<file path="src/rtl/sync_up_counter_pkg.sv">
// ============================================================================
// Module      : sync_up_counter_pkg
// Description : Shared state encoding and default sizing for sync_up_counter.
// Revision    : 1.0 - initial release
// ============================================================================
`default_nettype none

package sync_up_counter_pkg;

    // Controller states; the encoding is fixed so it can be probed externally
    typedef enum logic [1:0] {
        ST_IDLE = 2'b00,
        ST_RUN  = 2'b01,
        ST_DONE = 2'b10
    } state_t;

    localparam int C_DEFAULT_WIDTH = 4;
    localparam int C_DEFAULT_MAX   = 15;

endpackage : sync_up_counter_pkg

`default_nettype wire

</file>
<file path="src/rtl/sync_up_counter_tog_cell.sv">
// ============================================================================
// Module      : tog_cell
// Description : Single toggle flip-flop with asynchronous active-high reset.
//               The output inverts on a rising clk edge when t_i is high.
// Revision    : 1.0 - initial release
// ============================================================================
`default_nettype none

module tog_cell
    import sync_up_counter_pkg::*;
(
    input  logic clk,
    input  logic rst,
    input  logic t_i,
    output logic q_o
);

    logic q_q;

    // Toggle storage: clear on reset, invert when enabled
    always_ff @(posedge clk or posedge rst) begin
        if (rst) begin
            q_q <= 1'b0;
        end else if (t_i) begin
            q_q <= ~q_q;
        end
    end

    assign q_o = q_q;

endmodule : tog_cell

`default_nettype wire

</file>
<file path="src/rtl/sync_up_counter.sv">
// ============================================================================
// Module      : sync_up_counter
// Description : Modulo-(MAX+1) up counter with IDLE/RUN/DONE control, one-shot
//               or free-running mode, synchronous clear and load. Each count
//               bit is a tog_cell; this level computes the toggle enables.
// Revision    : 1.0 - initial release
// ============================================================================
`default_nettype none

module sync_up_counter
    import sync_up_counter_pkg::*;
#(
    parameter int WIDTH = C_DEFAULT_WIDTH,
    parameter int MAX   = C_DEFAULT_MAX
) (
    input  logic             clk,
    input  logic             rst,
    input  logic             en,
    input  logic             start,
    input  logic             stop,
    input  logic             oneshot,
    input  logic             clr,
    input  logic             load,
    input  logic [WIDTH-1:0] load_val,
    output logic [WIDTH-1:0] count,
    output logic             tc,
    output logic             wrap,
    output logic             done,
    output logic             busy
);

    localparam logic [WIDTH-1:0] C_MAX = WIDTH'(MAX);

    state_t           state_q;
    state_t           state_d;
    logic             wrap_q;
    logic             wrap_d;
    logic             done_q;
    logic             busy_q;
    logic [WIDTH-1:0] count_q;
    logic [WIDTH-1:0] count_d;
    logic             w_inc;
    logic [WIDTH-1:0] w_carry;
    logic [WIDTH-1:0] w_tog;
    logic             w_at_max;

    assign w_at_max = (count_q == C_MAX);

    // Next-state and next-count decode, priority clr > load > stop > start > increment
    always_comb begin
        state_d = state_q;
        count_d = count_q;
        wrap_d  = 1'b0;
        w_inc   = 1'b0;
        if (clr) begin
            count_d = '0;
            state_d = ST_IDLE;
        end else if (load) begin
            count_d = (load_val > C_MAX) ? C_MAX : load_val;
            // Loading below terminal count re-arms a finished one-shot
            if ((state_q == ST_DONE) && (count_d < C_MAX)) begin
                state_d = ST_RUN;
            end
        end else begin
            unique case (state_q)
                ST_IDLE: begin
                    if (start) begin
                        state_d = ST_RUN;
                    end
                end
                ST_RUN: begin
                    if (stop) begin
                        state_d = ST_IDLE;
                    end else if (en) begin
                        if (!w_at_max) begin
                            count_d = count_q + WIDTH'(1);
                            w_inc   = 1'b1;
                        end else if (oneshot) begin
                            state_d = ST_DONE;
                        end else begin
                            count_d = '0;
                            wrap_d  = 1'b1;
                        end
                    end
                end
                ST_DONE: begin
                    if (start) begin
                        count_d = '0;
                        state_d = ST_RUN;
                    end
                end
                default: begin
                    state_d = ST_IDLE;
                end
            endcase
        end
    end

    // Per-bit toggle enables: ripple-carry pattern for a plain increment,
    // otherwise toggle exactly the bits that differ from the target value
    for (genvar i = 0; i < WIDTH; i++) begin : g_bit
        if (i == 0) begin : g_lsb
            assign w_carry[i] = 1'b1;
        end else begin : g_upper
            assign w_carry[i] = &count_q[i-1:0];
        end

        assign w_tog[i] = w_inc ? w_carry[i] : (count_q[i] ^ count_d[i]);

        tog_cell u_tog (
            .clk (clk),
            .rst (rst),
            .t_i (w_tog[i]),
            .q_o (count_q[i])
        );
    end

    // Controller state and registered status flags
    always_ff @(posedge clk or posedge rst) begin
        if (rst) begin
            state_q <= ST_IDLE;
            wrap_q  <= 1'b0;
            done_q  <= 1'b0;
            busy_q  <= 1'b0;
        end else begin
            state_q <= state_d;
            wrap_q  <= wrap_d;
            done_q  <= (state_d == ST_DONE);
            busy_q  <= (state_d == ST_RUN);
        end
    end

    assign count = count_q;
    assign tc    = w_at_max;
    assign wrap  = wrap_q;
    assign done  = done_q;
    assign busy  = busy_q;

endmodule : sync_up_counter

`default_nettype wire
</file>
<file path="config.mk">
export PLATFORM = sky130hd
export DESIGN_NAME = sync_up_counter
export DESIGN_NICKNAME = d
export VERILOG_FILES = /design/src/rtl/sync_up_counter_pkg.sv /design/src/rtl/sync_up_counter_tog_cell.sv /design/src/rtl/sync_up_counter.sv
export SDC_FILE = /design/constraint.sdc
export NUM_CORES = 1
export LEC_CHECK = 0
export BUFFER_PORTS_ARGS = -buffer_cell sky130_fd_sc_hd__clkbuf_2
export CAP_MARGIN = 25
export CORE_MARGIN = 10
export CORE_UTILIZATION = 52
export CTS_CLUSTER_SIZE = 14
export DETAILED_ROUTE_END_ITERATION = 10
export HOLD_SLACK_MARGIN = 0.03
export PLACE_DENSITY_LB_ADDON = 0.08
export SYNTH_ARGS = -nofsm -noshare
export SYNTH_HDL_FRONTEND = slang
export SYNTH_HIERARCHICAL = 1
export SYNTH_SLANG_ARGS = --single-unit
export TNS_END_PERCENT = 10
</file>
<file path="constraint.sdc">
create_clock -name clk -period 2.6 [get_ports clk]
set_clock_uncertainty 0.15 [all_clocks]
set_input_delay 0.52 -clock clk [delete_from_list [all_inputs] [get_ports clk]]
set_output_delay 0.52 -clock clk [all_outputs]
set_load 0.01 [all_outputs]
</file>
==> flow_summary_export.csv, run 1 <==
group,metric,value,unit
placed_design,hpwl,1.81,mm
setup_path,cp_top_family,"simple AND/OR/NAND/NOR gates",
synth,synth-seq-area-share,0.258,
detailed_routing,dr.first_iter.drc_count,45,
global_route,antenna_found_initial,0,
setup_path,path_cells,"ha_1 > nand3_4 > inv_4 > or4_1 > a21oi_1 > mux2i_1 > nand3_1 > xor2_1",
clocking,htreeDepth,1,
setup_path,worst-endpoint-required,2.63,ns
floorplanning,die_area,3710,um2
synth,synth.largest_area_cell,"dfrtp_1",
synth,synth.area.top_cells,"dfrtp_1 (26%), ha_1 (8.6%), inv_1 (4.7%)",
timing,final_hold_viol_count,0,
global_route,grt_pass1_wl,3.68,mm
clocking,root_buffer,"clkbuf_4",
final_layout,fin_util,0.652,
floorplanning,ios,20,
synth,synthesis.area,872,um2
final_layout,nets,146,
synth,synth_top_area_frac,0.258,
global_route,grt_start_max_net_pins,15,
global_route,first_global_vias,871,
run_status,outcome,"completed",
clocking,cts.sinks,9,
clocking,tritoncts,"built",
floorplanning,num_rows,14,
clocking,path_clk_slew,0.06,ns
timing,rsz0062_at_grt,"no",
synth,synth_cell_types,41,
clocking,clockBufferDepth,2,
final_layout,drive_gt1_frac,0.205,
detailed_routing,vias,873,
floorplanning,die_width,61.0,um
final_layout,syn2layout_area_growth,15.2,%
setup_path,path_class,"register to register",
timing,slew_headroom,0.740,
detailed_routing,ant_nets,0,
placed_design,io_buffers,19,
synth,synth-edff-count,0,
setup_path,cp_max_fo,8,
setup_path,worst-path-buf-inv,1,
clocking,cts_resized,0,
synth,yosys_warnings,6,
pwr,vdd_drop_max,0.000450,V
final_layout,fill_cells,144,
timing,worstMarginPinSlew,0.391,ns
placed_design,globalplace.congestion,0.881,
pwr,cellLeakagePower,0.496,nW
floorplanning,core,1540,um2
timing,holdWs,0.325,ns
timing,finalCritPeriodShare,0.877,
setup_path,slowest_delay,0.50,ns
setup_path,crit_arrival,2.31,ns
clocking,cts_hold_buffers,1,
floorplanning,dieHeight,61.0,um
timing,fin_setup_tns,0,ns
detailed_routing,routed_via_density,6.10,
timing,finalCriticalPeriod,2.28,ns
clocking,clk_latency,0.26,ns
detailed_routing,first_pass_iters,4,
timing,max_freq,0.438,GHz
detailed_routing,wl_per_cell,15.4,um
hold_path,hold_path.class,"primary input to register",
clocking,post_cts_buffers,0,
floorplanning,start_util,0.566,
clocking,cts_buffers,3,
final_layout,insertedDiodeCount,0,
synth,synth_nets,124,
synth,syn_avg_cell_area,8.23,um2
run,cap_viol_max_count,0,
global_route,gr-usage-all-layers,0.125,
synth,ys_ff_latch,9,
pwr,powerDensity,704,nW/um2
timing,drv_slew,0,
synth,ys_async_sr_fraction,1.00,
synth,ys.flop_type,"dfrtp_1",
timing,setup-violations-final,0,
setup_path,cp_slowest_cell,"or4_1",
detailed_routing,finalWirelength,2.21,mm
setup_path,endpoint_kind,"register",
global_route,grt-ovfl-total,0,
setup_path,start_kind,"register",
detailed_routing,drc_errors,0,
synth,synth_cells,106,
report_power, final:
part	switching, W	internal, W
clock	0.0000491	0.0000592
combinational	0.000175	0.000154
sequential	0.0000925	0.000177
total	0.000317	0.000390
synth_stat cells (all sizes together) (2+ instances only):
cell,count
nand3,4
inv,12
o21ai,4
ha,6
a221oi,2
nand2b,5
xor2,4
nor2,7
nand4,3
mux2i,3
a211o,2
a211oi,2
a21oi,4
nand3b,2
a31oi,2
clkbuf,2
nor2b,3
dfrtp,9
nor3,5
nand2,8
kinds of logic after synthesis:
| logic type | synth area share |
|---|---|
| AOI/OAI and AO/OA | 0.205 |
| xor gates and xnor gates | 0.0402 |
| DFF | 0.258 |
| adders and majority gates | 0.0861 |
| muxes | 0.0344 |
| buffers and inverters | 0.0760 |
| and+or+nand+nor | 0.300 |
layer usage:
metal / track usage / wire length [um] / share of wire / vias to the layer above
li1: - / - / - / 428
met1: 0.148 / 906 / 0.41 / 408
met2: 0.213 / 1120 / 0.51 / 35
met3: 0.0355 / 164 / 0.074 / 2
met4: 0.0345 / 17 / 0.0077 / 0
met5: 0 / 0 / 0 / -
layout by cell type, fill, tap and decap left out, drive strengths merged, types with 2 or more instances in the layout:
| cell | instances |
|---|---|
| dfrtp | 9 |
| inv | 12 |
| a21oi | 4 |
| a221oi | 2 |
| o21ai | 4 |
| nor3 | 5 |
| nand3b | 2 |
| ha | 6 |
| a31oi | 2 |
| nor2b | 3 |
| nand4 | 3 |
| xor2 | 4 |
| nand3 | 4 |
| a211o | 2 |
| nor2 | 7 |
| nand2 | 8 |
| mux2i | 3 |
| clkbuf | 23 |
| nand2b | 5 |
| a211oi | 2 |
metrics by stage:
stage / total power, W / area [um2] / worst slack, ns / std cells
after floorplan: 0.000511 / 872 / 0.493 / 106
after global placement: 0.000597 / 968 / 0.350 / 138
after detailed placement: 0.000602 / 968 / 0.348 / 138
after CTS: 0.000714 / 1000 / 0.336 / 143
after global routing: 0.000775 / 1000 / 0.153 / 143
final: 0.000707 / 1000 / 0.319 / 143
flip-flops by register name, summed over array words and instances, names as in the netlist:
register / count
done: 1
state_q: 2
wrap: 1
busy: 1
g_bit.u_tog/q_o: 4
cell type report:
type | count | area [um2] | area share
tap | 16 | 20.0 | 0.0199
clock buffer | 4 | 26.3 | 0.0262
inverter | 12 | 47.5 | 0.0473
multi-input combinational | 82 | 581 | 0.578
sequential | 9 | 225 | 0.224
timing repair buffer | 20 | 105 | 0.105
path summary, 6_finish.rpt:
check | end | cells after the start | startpoint | slack (ns)
setup reg to reg | g_bit[0].u_tog/q_o | 8 | g_bit[0].u_tog/q_o | 0.32
max in group asynchronous | done | 3 | rst | 1.54
hold reg to reg | g_bit[1].u_tog/q_o | 1 | g_bit[1].u_tog/q_o | 0.49
min in group asynchronous | g_bit[3].u_tog/q_o | 3 | rst | 0.53
setup / recovery | g_bit[0].u_tog/q_o | 8 | g_bit[0].u_tog/q_o | 0.32
hold / removal | wrap | 2 | oneshot | 0.32
(Power assumes the default switching activity.)
==> inputs of run 2 (changes only) <==
BUFFER_PORTS_ARGS = -buffer_cell sky130_fd_sc_hd__buf_4   (was -buffer_cell sky130_fd_sc_hd__clkbuf_2)
CTS_CLUSTER_DIAMETER = 150   (was unset)
==> run 2 against run 1 <==
Compared with the run above:
- power grew 5.0%
- clock power is essentially flat
- fmax shrank 0.12%
- utilization grew 3.1 points
- sequential power is essentially flat
- die area is the same
- via count shrank 0.92%
- non-clock buffer count is the same
- largest cell class unchanged
- highest routed layer is now met3
==> flow_summary_export.csv, run 2 (synthesis gave the netlist of run 1 again) <==
group,metric,value,unit
setup_path,path_class,"register to register",
timing,rsz0062_at_grt,"no",
clocking,cts_hold_buffers,1,
placed_design,hpwl,1.78,mm
timing,final_hold_viol_count,0,
setup_path,path_cells,"ha_1 > ha_1 > a211oi_1 > a211oi_1 > o211a_1 > nor3_1 > xor2_1",
final_layout,largest_reg_flops,4,
global_route,grt_pass1_wl,3.59,mm
pwr,powerDensity,705,nW/um2
placed_design,io_buffers,19,
clocking,cts.sinks,9,
clocking,cts_buffers,3,
timing,setup-violations-final,0,
setup_path,ff2ff_path_depth,7,
floorplanning,die_width,61.0,um
final_layout,drive_gt1_frac,0.205,
hold_path,min_from,"oneshot",
setup_path,start_kind,"register",
final_layout,final_cell_mix,"buf_4 (19), inv_1 (11), dfrtp_1 (9)",
setup_path,crit_arrival,2.32,ns
setup_path,slowest_delay,0.51,ns
timing,worstMarginPinSlew,0.392,ns
floorplanning,num_rows,14,
global_route,grt_start_max_net_pins,15,
detailed_routing,routed_via_density,6.05,
final_layout,nets,146,
final_layout,fin_util,0.683,
clocking,clockBufferDepth,2,
timing,max_freq,0.438,GHz
detailed_routing,dr.first_iter.drc_count,40,
clocking,path_clk_slew,0.06,ns
placed_design,globalplace.congestion,0.935,
clocking,htreeDepth,1,
setup_path,r2r-start,"g_bit[1].u_tog/q_o",
global_route,first_global_vias,799,
detailed_routing,ant_nets,0,
floorplanning,core,1540,um2
detailed_routing,finalWirelength,2.25,mm
final_layout,fill_cells,143,
setup_path,crit_path_end,"g_bit[2].u_tog/q_o",
clocking,clk_latency,0.26,ns
floorplanning,start_util,0.566,
global_route,gr-usage-all-layers,0.123,
final_layout,syn2layout_area_growth,20.7,%
clocking,root_buffer,"clkbuf_4",
floorplanning,ios,20,
setup_path,worst-endpoint-required,2.63,ns
hold_path,whs_path_depth,2,
timing,fin_setup_tns,0,ns
timing,finalCritPeriodShare,0.878,
final_layout,insertedDiodeCount,0,
clocking,cts_resized,0,
timing,slew_headroom,0.739,
setup_path,cp_max_fo,8,
hold_path,hold_path.class,"primary input to register",
floorplanning,die_area,3710,um2
setup_path,r2r-end,"g_bit[2].u_tog/q_o",
run,cap_viol_max_count,0,
global_route,antenna_found_initial,0,
setup_path,critical_path.startpoint,"g_bit[1].u_tog/q_o",
detailed_routing,first_pass_iters,4,
timing,drv_slew,0,
clocking,tritoncts,"built",
detailed_routing,wl_per_cell,15.7,um
global_route,grt-ovfl-total,0,
final_layout,final_common_cell,"buf_4",
setup_path,endpoint_kind,"register",
floorplanning,dieHeight,61.0,um
clocking,post_cts_buffers,0,
timing,finalCriticalPeriod,2.28,ns
setup_path,reg2reg_slack,0.32,ns
detailed_routing,vias,865,
detailed_routing,drc_errors,0,
pwr,cellLeakagePower,0.509,nW
run_status,outcome,"completed",
setup_path,cp_slowest_cell,"dfrtp_1",
pwr,vdd_drop_max,0.000360,V
## run 2: changes by cell type in the layout (fill, tap and decap cells not counted), sizes merged
cell,delta
clkbuf,-19
buf,+19
## run 2: worst min path at each step
| stage | end | slack [ns] |
|---|---|---|
| global placement | g_bit[0].u_tog/q_o | 0.25 |
| floorplan | g_bit[0].u_tog/q_o | 0.1 |
| detailed placement | g_bit[3].u_tog/q_o | 0.25 |
| finish | wrap | 0.29 |
| global route | wrap | 0.28 |
| CTS | wrap | 0.28 |
## run 2: power breakdown
part / internal (W) / leakage, nW / switching [W]
logic: 0.000182 / 0.379 / 0.000180
clock network: 0.0000592 / 0.0150 / 0.0000492
registers: 0.000177 / 0.115 / 0.0000952
## run 2: layout make-up
type	instances	area, um2	share of cell area
Inverter	12	47.5	0.0452
Sequential cell	9	225	0.214
Timing Repair Buffer	20	153	0.145
Multi-Input combinational cell	82	581	0.552
Tap cell	16	20.0	0.0190
Clock buffer	4	26.3	0.0250
## run 2: through the flow
stage | instances | setup slack [ns] | instance area [um2] | power (W) | hold WS [ns]
after global placement | 138 | 0.359 | 1020 | 0.000625 | 0.245
after detailed placement | 138 | 0.348 | 1020 | 0.000634 | 0.246
after floorplan | 106 | 0.493 | 872 | 0.000511 | 0.0987
after CTS | 143 | 0.320 | 1050 | 0.000747 | 0.282
final | 143 | 0.317 | 1050 | 0.000742 | 0.294
after global routing | 143 | 0.133 | 1050 | 0.000804 | 0.281
## run 2: critical path, delay by kind of cell (launching register included)
family | cells | cell delay [ns]
XOR/XNOR | 1 | 0.17
flip-flops | 1 | 0.51
AND/OR/NAND/NOR | 1 | 0.23
AO/OA/AOI/OAI | 3 | 0.52
adder cells (fa/ha/maj) | 2 | 0.63
## run 2: routing by layer
| layer | track usage | wire length (um) |
|---|---|---|
| met1 | 0.154 | 1010 |
| met2 | 0.207 | 1150 |
| met3 | 0.0292 | 93 |
| met4 | 0.0282 | 0 |
| met5 | 0 | 0 |
==> inputs of run 3 (changes only) <==
CORE_MARGIN = 3   (was 10)
CORE_UTILIZATION = 51   (was 52)
SYNTH_HIERARCHICAL = unset   (was 1)
==> run 3 against run 2 <==
Compared with the run above:
- power decreased by 52%
- worst hold slack worse by 0.23 ns
- utilization grew 1.1 points
- count of clock-buffer cells in the layout unchanged
- final cell count down 13%
- sequential share of layout area grew 2.1 points
- critical endpoint is now tc
- largest cell class unchanged
==> flow_summary_export.csv, run 3 <==
group,metric,value,unit
setup_path,crit_arrival,1.54,ns
clocking,cts_hold_buffers,0,
final_layout,final_cell_mix,"buf_4 (19), dfrtp_1 (9), inv_1 (7)",
placed_design,postPlaceCellArea,933,um2
run_status,outcome,"completed",
final_layout,fin_util,0.694,
detailed_routing,routed_via_density,6.42,
final_layout,regArea,225,um2
pwr,powerDensity,375,nW/um2
detailed_routing,drc_errors,0,
floorplanning,num_rows,13,
clocking,htreeDepth,1,
final_layout,insertedDiodeCount,0,
timing,worstMarginPinSlew,0.477,ns
global_route,first_global_vias,717,
setup_path,path_class,"register to output pin",
floorplanning,core,1380,um2
placed_design,globalplace.congestion,0.923,
detailed_routing,wl_per_cell,16.4,um
placed_design,io_buffers,19,
setup_path,slowest_delay,0.49,ns
clocking,tritoncts,"built",
global_route,grt-ovfl-total,0,
timing,finalCriticalPeriod,2.21,ns
hold_path,hold_path.class,"primary input to async pin",
synth,ys_ff_latch,9,
detailed_routing,finalWirelength,2.03,mm
timing,fin_setup_tns,0,ns
setup_path,ff2ff_path_depth,6,
synth,synth.area.top_cells,"dfrtp_1 (28%), ha_1 (9.3%), a221oi_1 (4.3%)",
synth,syn_avg_cell_area,8.85,um2
setup_path,endpoint_kind,"output pin",
clocking,root_buffer,"clkbuf_4",
global_route,grt_start_max_net_pins,17,
synth,synth_cell_types,40,
clocking,cts_resized,0,
synth,yosys_warnings,0,
synth,synthesis.area,806,um2
clocking,cts.sinks,9,
synth,synth.largest_area_cell,"dfrtp_1",
floorplanning,dieHeight,45.8,um
timing,drv_slew,0,
timing,slew_headroom,0.674,
clocking,cts_buffers,3,
clocking,post_cts_buffers,0,
run,cap_viol_max_count,0,
floorplanning,die_area,2090,um2
final_layout,largest_reg_flops,4,
floorplanning,die_width,45.8,um
clocking,path_clk_slew,0.06,ns
clocking,clk_latency,0.26,ns
detailed_routing,dr.first_iter.drc_count,23,
synth,synth_common_cells,"dfrtp_1 (9), inv_1 (7), ha_1 (6), nand2_1 (6), o21ai_0 (5)",
final_layout,final_common_cell,"buf_4",
synth,ys.flop_type,"dfrtp_1",
timing,final_hold_viol_count,0,
clocking,clockBufferDepth,2,
detailed_routing,vias,796,
timing,max_freq,0.452,GHz
final_layout,final_cell_area,960,um2
synth,synth-edff-count,0,
synth,synth-seq-area-share,0.280,
final_layout,fill_cells,115,
final_layout,fin_cells,124,
global_route,gr-usage-all-layers,0.210,
global_route,antenna_found_initial,0,
setup_path,start_kind,"register",
synth,synth_cells,91,
setup_path,worst-endpoint-required,1.93,ns
synth,synth_nets,109,
timing,finalCritPeriodShare,0.851,
setup_path,path_cells,"ha_1 > nand3_1 > inv_2 > buf_4",
timing,rsz0062_at_grt,"no",
placed_design,dpl.cell_count,120,
pwr,vdd_drop_max,0.000154,V
floorplanning,start_util,0.583,
detailed_routing,first_pass_iters,4,
floorplanning,ios,20,
setup_path,cp_slowest_cell,"dfrtp_1",
detailed_routing,ant_nets,0,
final_layout,nets,128,
final_layout,multi_input_area,517,um2
setup_path,cp_max_fo,7,
synth,ys_async_sr_fraction,1.00,
timing,setup-violations-final,0,
placed_design,hpwl,1.58,mm
global_route,grt_pass1_wl,3.13,mm
synth,synth_top_area_frac,0.280,
synth,yosysMostFrequentCell,"dfrtp_1",
final_layout,drive_gt1_frac,0.239,
pwr,cellLeakagePower,0.452,nW
final_layout,syn2layout_area_growth,19.1,%
[run 3: final timing paths]
kind | start | to | slack (ns)
max reg2reg | state_q[1] | done | 0.53
max in group asynchronous | rst | g_bit[2].u_tog.q_o | 1.98
min | rst | done | 0.06
min reg2reg | g_bit[0].u_tog.q_o | g_bit[0].u_tog.q_o | 0.51
max | g_bit[0].u_tog.q_o | tc | 0.39
min in group clk | oneshot | wrap | 0.32
[run 3: through the flow]
stage	hold slack [ns]	worst slack, ns	power (W)
detailed placement	0.355	0.634	0.000253
global placement	0.347	0.658	0.000252
CTS	0.0724	0.402	0.000360
floorplan	0.198	0.862	0.000218
global route	0.0850	0.327	0.000379
finish	0.0630	0.387	0.000360
[run 3: worst max-delay path, delay by kind of cell, from the launching register on]
kind	cells	cell delay, ns
buffers and inverters	2	0.28
AND/OR/NAND/NOR	1	0.20
flip-flops	1	0.49
adder cells (fa/ha/maj)	1	0.31
[run 3: logic make-up (layout without fill, tap and decap cells)]
kind of cell | count (synthesis) | after routing | share of synthesized area
AO/OA/AOI/OAI | 27 | 27 | 0.255
buffers and inverters | 13 | 31 | 0.0792
AND/OR/NAND/NOR | 33 | 33 | 0.261
adder cells (fa/ha/maj) | 6 | 6 | 0.0932
XOR/XNOR | 3 | 3 | 0.0326
flip-flops | 9 | 9 | 0.280
[run 3: final cells by class]
cell class	instances	share of cell area
multi-input cells	69	0.538
flip-flops and latches	9	0.235
repair buffers	19	0.149
inverters	8	0.0313
clock buffers	4	0.0274
well taps	15	0.0196
[run 3: routing by layer]
metal  global-route usage  part of all wire  up-vias
met5                    0                 0        -
met4                0.119                 0        0
met3               0.0277              0.11        0
met2                0.309              0.47       56
met1                0.293              0.42      362
li1                     -                 -      378
[run 3: power by group]
group | switching, W | internal (W) | leakage [nW]
Clock | 0.0000482 | 0.0000590 | 0.0150
Sequential | 0.0000115 | 0.000147 | 0.121
Combinational | 0.0000492 | 0.0000448 | 0.316
Total | 0.000109 | 0.000251 | 0.452
